### config.mk
export PLATFORM = sky130hd
export DESIGN_NAME = stack_lifo
export DESIGN_NICKNAME = d
export VERILOG_FILES = /design/src/rtl/stack_lifo.sv
export SDC_FILE = /design/constraint.sdc
export NUM_CORES = 1
export LEC_CHECK = 0
export CAP_MARGIN = 20
export CELL_PAD_IN_SITES_DETAIL_PLACEMENT = 2
export CELL_PAD_IN_SITES_GLOBAL_PLACEMENT = 2
export CORE_UTILIZATION = 41
export CTS_CLUSTER_DIAMETER = 80
export CTS_CLUSTER_SIZE = 14
export DETAILED_ROUTE_END_ITERATION = 6
export PLACE_DENSITY_LB_ADDON = 0.1
export SLEW_MARGIN = 20
export SYNTH_ARGS = -nofsm -noshare
export SYNTH_HDL_FRONTEND = slang
export SYNTH_SLANG_ARGS = --single-unit
### constraint.sdc
create_clock -name clk -period 6.38 [get_ports clk]
set_clock_uncertainty 0.1 [all_clocks]
set_input_delay 0.957 -clock clk [delete_from_list [all_inputs] [get_ports clk]]
set_output_delay 0.957 -clock clk [all_outputs]
set_load 0.05 [all_outputs]
### src/rtl/stack_lifo.sv
// Parameterised LIFO stack with occupancy tracking, sticky overflow/underflow
// flags and an optional circular mode that overwrites the oldest entry.
module stack_lifo #(
  parameter int WIDTH = 12,
  parameter int DEPTH = 4,
  parameter int WRAP  = 0,
  localparam int CW   = $clog2(DEPTH + 1)
) (
  input  logic             clk,
  input  logic             rst,
  input  logic             push,
  input  logic             pop,
  input  logic [WIDTH-1:0] d,
  input  logic             clr_err,
  output logic [WIDTH-1:0] q,
  output logic             empty,
  output logic             full,
  output logic [CW-1:0]    count,
  output logic             overflow,
  output logic             underflow
);

  localparam int            PW      = $clog2(DEPTH);
  localparam logic [PW-1:0] LAST    = PW'(DEPTH - 1);
  localparam bit            WRAP_EN = (WRAP != 0);

  logic [WIDTH-1:0] r_mem [DEPTH];
  logic [PW-1:0]    r_wp;
  logic [CW-1:0]    r_count;
  logic [WIDTH-1:0] r_q;
  logic             r_ovf;
  logic             r_udf;

  logic          w_empty;
  logic          w_full;
  logic [PW-1:0] w_wp_inc;
  logic [PW-1:0] w_wp_dec;
  logic [PW-1:0] w_wp_dec2;
  logic          w_push_new;
  logic          w_replace;
  logic          w_pop_ok;
  logic          w_set_ovf;
  logic          w_set_udf;
  logic          w_we;
  logic [PW-1:0] w_waddr;

  assign w_empty = (r_count == '0);
  assign w_full  = (r_count == CW'(DEPTH));

  // Explicit compare-and-wrap: DEPTH need not be a power of two.
  assign w_wp_inc  = (r_wp == LAST)     ? '0   : r_wp + PW'(1);
  assign w_wp_dec  = (r_wp == '0)       ? LAST : r_wp - PW'(1);
  assign w_wp_dec2 = (w_wp_dec == '0)   ? LAST : w_wp_dec - PW'(1);

  // Push+pop on an empty stack degrades to a plain push; on a non-empty
  // stack it replaces the top without touching pointer or count.
  assign w_push_new = push & (~pop | w_empty) & (~w_full | WRAP_EN);
  assign w_replace  = push & pop & ~w_empty;
  assign w_pop_ok   = pop & ~push & ~w_empty;
  assign w_set_ovf  = push & ~pop & w_full & ~WRAP_EN;
  assign w_set_udf  = pop & ~push & w_empty;

  assign w_we    = w_push_new | w_replace;
  assign w_waddr = w_replace ? w_wp_dec : r_wp;

  // NOTE: storage carries no reset; validity is tracked by r_count alone,
  // which keeps the array a plain register file without reset fan-out.
  always_ff @(posedge clk) begin
    if (w_we) r_mem[w_waddr] <= d;
  end

  // NOTE: all state uses non-blocking assignments so every register samples
  // the pre-edge values of its peers, regardless of statement order.
  always_ff @(posedge clk or posedge rst) begin
    if (rst) begin
      r_wp    <= '0;
      r_count <= '0;
      r_q     <= '0;
      r_ovf   <= 1'b0;
      r_udf   <= 1'b0;
    end else begin
      if (w_push_new) begin
        r_wp <= w_wp_inc;
        if (!w_full) r_count <= r_count + CW'(1);
        r_q  <= d;
      end else if (w_replace) begin
        r_q <= d;
      end else if (w_pop_ok) begin
        r_wp    <= w_wp_dec;
        r_count <= r_count - CW'(1);
        r_q     <= (r_count == CW'(1)) ? '0 : r_mem[w_wp_dec2];
      end
      // A new error in the same cycle as clr_err keeps the flag set.
      r_ovf <= w_set_ovf | (r_ovf & ~clr_err);
      r_udf <= w_set_udf | (r_udf & ~clr_err);
    end
  end

  assign q         = r_q;
  assign empty     = w_empty;
  assign full      = w_full;
  assign count     = r_count;
  assign overflow  = r_ovf;
  assign underflow = r_udf;

endmodule

==> results of run 1 <==
[layout make-up]
type,count,area (µm²)
Fill cell,666,3280
Sequential cell,67,1920
Inverter,9,33.8
Tap cell,96,120
Timing Repair Buffer,37,365
Clock buffer,10,128
Multi-Input combinational cell,134,1010
Clock inverter,6,88.8
[cells by family after synthesis]
kind of cell | Yosys count | share of synthesized area (%)
adders and majority gates | 6 | 2.48
xor gates and xnor gates | 4 | 1.16
muxes | 15 | 5.41
buffers and inverters | 24 | 3.68
DFF | 67 | 63.3
and+or+nand+nor | 56 | 8.60
AOI/OAI and AO/OA | 53 | 15.4
[routing by layer]
layer  vias up  global-route usage, %  wire, µm
met5         -                      0         0
met3        13                   6.13       278
met2        33                   38.5      3990
li1        926                      -         -
met1      1022                   28.5      3520
met4         0                   7.30       133
[state kept, by name, summed over array words and instances (netlist names)]
| signal | count |
|---|---|
| q | 12 |
| r_wp | 2 |
| count | 3 |
| r_mem | 48 |
| underflow | 1 |
| overflow | 1 |
[worst register-to-register path: stages, from the launching register on]
cell and delay, ns:
dfrtp_1 0.48, inv_1 0.41, ha_1 0.32, nand2b_1 0.84
a21oi_1 0.14, or3_1 0.39, nor2_2 0.56
[power breakdown]
| part | total (mW) | internal, mW | switching, mW | leakage (nW) |
|---|---|---|---|---|
| registers | 0.668 | 0.599 | 0.0681 | 0.677 |
| logic | 1.00 | 0.373 | 0.627 | 0.568 |
| clock network | 0.394 | 0.221 | 0.173 | 0.103 |
| total | 2.06 | 1.19 | 0.868 | 1.35 |
[placed cells by master, fill, tap and decap left out, drive strengths merged]
cell type / n
mux2: 1
nand2: 26
a311o: 1
nor2b: 2
xnor2: 4
nand2b: 4
and2: 2
a21oi: 6
o221a: 10
o221ai: 11
dfrtp: 19
clkbuf: 10
a21boi: 2
clkinv: 1
and3: 1
buf: 2
mux4: 1
o21bai: 2
a32oi: 1
o21ai: 4
or3: 1
a22o: 1
a311oi: 1
a32o: 2
o22ai: 1
bufinv: 2
clkinvlp: 2
clkdlybuf4s50: 35
a21o: 1
nor2: 7
mux2i: 13
inv: 10
ha: 6
nand3: 13
a22oi: 10
edfxtp: 48
[path summary, 6_finish.rpt]
kind                       depth (start not counted)  slack, ns          end
max reg2reg                                        6       2.76  r_mem[3][6]
min                                                2       0.39         q[7]
min reg2reg                                        2       0.39         q[7]
max                                                6       2.76  r_mem[3][6]
max in group asynchronous                          2       4.66         q[6]
min in group asynchronous                          2       0.98         q[0]
==> impl_metrics.env, run 1 <==
export IMPL_status="complete, no violations"
export IMPL_slew_headroom_pct=28.4
export IMPL_worstPathRequired_ns=6.26
export IMPL_rows=30
export IMPL_async_flop_share_pct=28.4
export IMPL_finalPower_mw=2.06
export IMPL_cts_htree_levels=3
export IMPL_drtIter0Drc=92
export IMPL_grtUsageTotal_pct=22.8
export IMPL_max_cap_violations=0
export IMPL_dp_slack_ns=2.16
export IMPL_yosysTopAreaCell="edfxtp_1"
export IMPL_slowest_delay_ns=0.84
export IMPL_dp_hpwl_um=4960
export IMPL_finalNetCount=281
export IMPL_ctsResizeCount=0
export IMPL_tightest_slew_ns=1.07
export IMPL_fp_dieH_um=87.9
export IMPL_tritoncts="yes"
export IMPL_crit_slowest_cell="nand2b_1"
export IMPL_drive_above_1_share_pct=14.4
export IMPL_clock_latency_ns=0.35
export IMPL_min_from="q[7]"
export IMPL_worstPathCellList="inv_1 -> ha_1 -> nand2b_1 -> a21oi_1 -> or3_1 -> nor2_2"
export IMPL_core_area_um2=6940
export IMPL_utilization_pct=52.8
export IMPL_grt_pass1_vias=2162
export IMPL_place_inst=343
export IMPL_ant_nets=0
export IMPL_ys_types=40
export IMPL_clock_sinks=67
export IMPL_timing_final_ws_setup_ns=2.76
export IMPL_powerDensity_nw_per_um2=562
export IMPL_cts_buffers=9
export IMPL_viasPerCell=5.55
export IMPL_final_cell_count_no_fill=359
export IMPL_overflow=0
export IMPL_start_util_pct=43.6
export IMPL_cts_root_buf="clkbuf_8"
export IMPL_antenna_cells=0
export IMPL_yosysTopAreaCellShare_pct=47.6
export IMPL_drc_errors=0
export IMPL_grt_setup_unrepaired="false"
export IMPL_path_delay_family="simple AND/OR/NAND/NOR gates"
export IMPL_synth_area_leaders="edfxtp_1 (48%), dfrtp_1 (16%), mux2i_1 (4.3%)"
export IMPL_cp_startpoint="r_wp[0]"
export IMPL_finalSetupViolCount=0
export IMPL_synth_most_common_cell="edfxtp_1"
export IMPL_clk_pin_slew_worst_paths_ns=0.07
export IMPL_leakage_nw=1.35
export IMPL_clk_path_buf_depth=2
export IMPL_first_pass_iters=4
export IMPL_period_minus_slack_ns=3.62
export IMPL_worstSetupPathType="register to register"
export IMPL_die_x_um=87.9
export IMPL_ios=36
export IMPL_synth_yosys_seq_area_share_pct=63.3
export IMPL_finalCritPeriodShare_pct=56.7
export IMPL_synth_edf_count=48
export IMPL_fin_tns_setup_ns=0
export IMPL_crit_fanout=24
export IMPL_r2r_start="r_wp[0]"
export IMPL_drt_total_wl_um=7920
export IMPL_vias=1994
export IMPL_netlist_area_um2=3030
export IMPL_die_area_um2=7730
export IMPL_synth_warnings=0
export IMPL_grt_max_degree=25
export IMPL_synthTopCellsByCount="edfxtp_1 (48), nand2_1 (26), dfrtp_1 (19)"
export IMPL_dpl_instance_area_um2=3440
export IMPL_synth_nets=248
export IMPL_synth_top_flop_cell="edfxtp_1"
export IMPL_netlist_instances=225
export IMPL_hp_class="register to register"
export IMPL_vdd_drop_max_mv=0.241
export IMPL_synth_seq_cells=67
export IMPL_critPathCaptureType="register"
export IMPL_startpoint_type="register"
export IMPL_place_congestion=0.721
export IMPL_antenna_found_initial=0
export IMPL_drv_slew=0
export IMPL_grt_pass1_wl_um=12300
export IMPL_hold_buffers=0
export IMPL_area_growth_pct=21.1
export IMPL_hold_slack_ns=0.391
export IMPL_syn_mean_instance_area_um2=13.5
export IMPL_critPathArrivalTime_ns=3.49
export IMPL_final_area_um2=3670
export IMPL_portBuffers=35
export IMPL_final_hold_viol_count=0
export IMPL_max_freq_mhz=277
export IMPL_post_cts_buffers=0
export IMPL_critPathBufInv=1
export IMPL_routedWlPerCell_um=22.1
No activity file was read; power rests on OpenSTA's default activity.
==> run 2, diff against run 1 <==
CORE_UTILIZATION = 35   (was 41)
clock period = 3.15 ns   (was 6.38 ns; I/O delays follow)
==> run 2 against run 1 <==
Die area up 17%. Clock-buffer cell count is 1 lower. Combinational power grew 110%. Hold slack gained 0.018 ns. Non-clock buffer count increased by 11. Sequential power up 100%. Highest routed layer unchanged. Critical path depth shrank 1. Register-to-register slack worse by 2.3 ns. Sequential share of layout area decreased by 1.4 points. Via count grew 2.1%. Wire length rose by 0.87%.
==> impl_metrics.env, run 2 (synthesis gave the netlist of run 1 again) <==
export IMPL_status="complete, no violations"
export IMPL_grt_max_degree=25
export IMPL_overflow=0
export IMPL_clk_path_buf_depth=2
export IMPL_ios=36
export IMPL_powerDensity_nw_per_um2=1150
export IMPL_fin_tns_setup_ns=0
export IMPL_grt_setup_unrepaired="false"
export IMPL_post_cts_buffers=0
export IMPL_fp_dieH_um=95.0
export IMPL_ant_nets=0
export IMPL_worstSetupPathType="register to output port"
export IMPL_drt_total_wl_um=7990
export IMPL_antenna_found_initial=0
export IMPL_startpoint_type="register"
export IMPL_ctsResizeCount=0
export IMPL_final_hold_viol_count=0
export IMPL_tightest_slew_ns=0.909
export IMPL_portBuffers=35
export IMPL_grt_pass1_vias=2237
export IMPL_core_area_um2=8300
export IMPL_max_freq_mhz=342
export IMPL_top_register="r_mem"
export IMPL_final_cell_mix="edfxtp_1 (48), clkdlybuf4s50_1 (35), nand2_1 (26)"
export IMPL_top_layer_used="met4"
export IMPL_crit_fanout=7
export IMPL_wl_met2_um=4130
export IMPL_largest_reg_flops=48
export IMPL_finalCritPeriodShare_pct=92.7
export IMPL_clock_sinks=67
export IMPL_drive_above_1_share_pct=16.8
export IMPL_dr_wl_met3_um=244
export IMPL_clk_pin_slew_worst_paths_ns=0.08
export IMPL_fill_cells=828
export IMPL_cts_htree_levels=3
export IMPL_critPathArrivalTime_ns=2.35
export IMPL_area_growth_pct=24.5
export IMPL_cts_root_buf="clkbuf_8"
export IMPL_start_util_pct=36.5
export IMPL_viasPerCell=5.38
export IMPL_hp_class="register to register"
export IMPL_slew_headroom_pct=39.3
export IMPL_finalSetupViolCount=0
export IMPL_finalPower_mw=4.33
export IMPL_period_minus_slack_ns=2.92
export IMPL_grt_pass1_wl_um=12500
export IMPL_drc_errors=0
export IMPL_utilization_pct=45.4
export IMPL_die_x_um=95.0
export IMPL_tritoncts="yes"
export IMPL_vias=2035
export IMPL_vdd_drop_max_mv=0.399
export IMPL_antenna_cells=0
export IMPL_grtUsageTotal_pct=19.7
export IMPL_routedWlPerCell_um=21.1
export IMPL_clock_latency_ns=0.35
export IMPL_leakage_nw=1.41
export IMPL_layout_cells_most_common="edfxtp_1"
export IMPL_dp_hpwl_um=4970
export IMPL_first_pass_iters=4
export IMPL_m1WireLength_um=3510
export IMPL_drv_slew=0
export IMPL_cts_buffers=9
export IMPL_hold_slack_ns=0.408
export IMPL_critPathCaptureType="output port"
export IMPL_drtIter0Drc=57
export IMPL_hold_buffers=0
export IMPL_max_cap_violations=0
export IMPL_die_area_um2=9030
export IMPL_finalNetCount=292
export IMPL_worstPathRequired_ns=2.58
export IMPL_rows=33
export IMPL_place_congestion=0.677
[run 2: cell types whose count changed in the layout (fill, tap and decap cells not counted)]
| cell | previous run | this run |
|---|---|---|
| buf_4 | 2 | 13 |
| bufinv_16 | 2 | 3 |
| clkbuf_1 | 1 | 0 |
| clkinv_2 | 1 | 0 |
| clkinv_4 | 0 | 2 |
| clkinvlp_4 | 2 | 1 |
| inv_6 | 1 | 0 |
| nor2_1 | 4 | 7 |
| nor2_2 | 3 | 0 |
| o21ai_0 | 2 | 3 |
| o21ai_1 | 2 | 1 |
| o22ai_2 | 0 | 1 |
| o22ai_4 | 1 | 0 |
[run 2: per-stage QoR]
step                      setup WS (ns)  area, µm²  std cells
after floorplan                   0.304       3030        225
after global placement            0.547       3530        363
after detailed placement          0.494       3530        363
after CTS                         0.198       3770        378
after global routing              0.105       3770        378
final                             0.230       3770        378
[run 2: worst paths after layout]
| path | end | cells past startpoint | slack (ns) | start |
|---|---|---|---|---|
| setup reg to reg | r_mem[3][5] | 7 | 0.49 | count[0] |
| hold / removal | q[0] | 2 | 0.41 | q[0] |
| hold reg to reg | q[0] | 2 | 0.41 | q[0] |
| min in group asynchronous | count[0] | 2 | 0.51 | rst |
| max in group asynchronous | q[4] | 2 | 1.87 | rst |
| setup / recovery | empty | 5 | 0.23 | count[0] |
[run 2: layer usage]
metal  vias to the layer above  track usage, %
li1                        948               -
met1                      1040            24.1
met2                        38            34.0
met3                         9            3.91
met4                         0            7.58
met5                         -               0
[run 2: power breakdown]
group	internal [mW]	switching [mW]	total, mW
combinational	0.824	1.28	2.10
clock	0.524	0.357	0.881
sequential	1.21	0.138	1.35
[run 2: layout make-up]
cell class | instances | area (µm²) | share of cell area (%)
clock buffers | 9 | 124 | 3.29
clock inverters | 6 | 115 | 3.05
inverters | 9 | 33.8 | 0.896
multi-input cells | 134 | 1000 | 26.5
flip-flops and latches | 67 | 1920 | 50.9
well taps | 105 | 131 | 3.49
repair buffers | 48 | 448 | 11.9
[run 2: critical path, cell delays in order (launching register included)]
cell	delay [ns]
dfrtp_1	0.45
inv_1	0.11
ha_1	0.37
nand2b_4	0.14
inv_1	0.11
clkdlybuf4s50_1	0.80
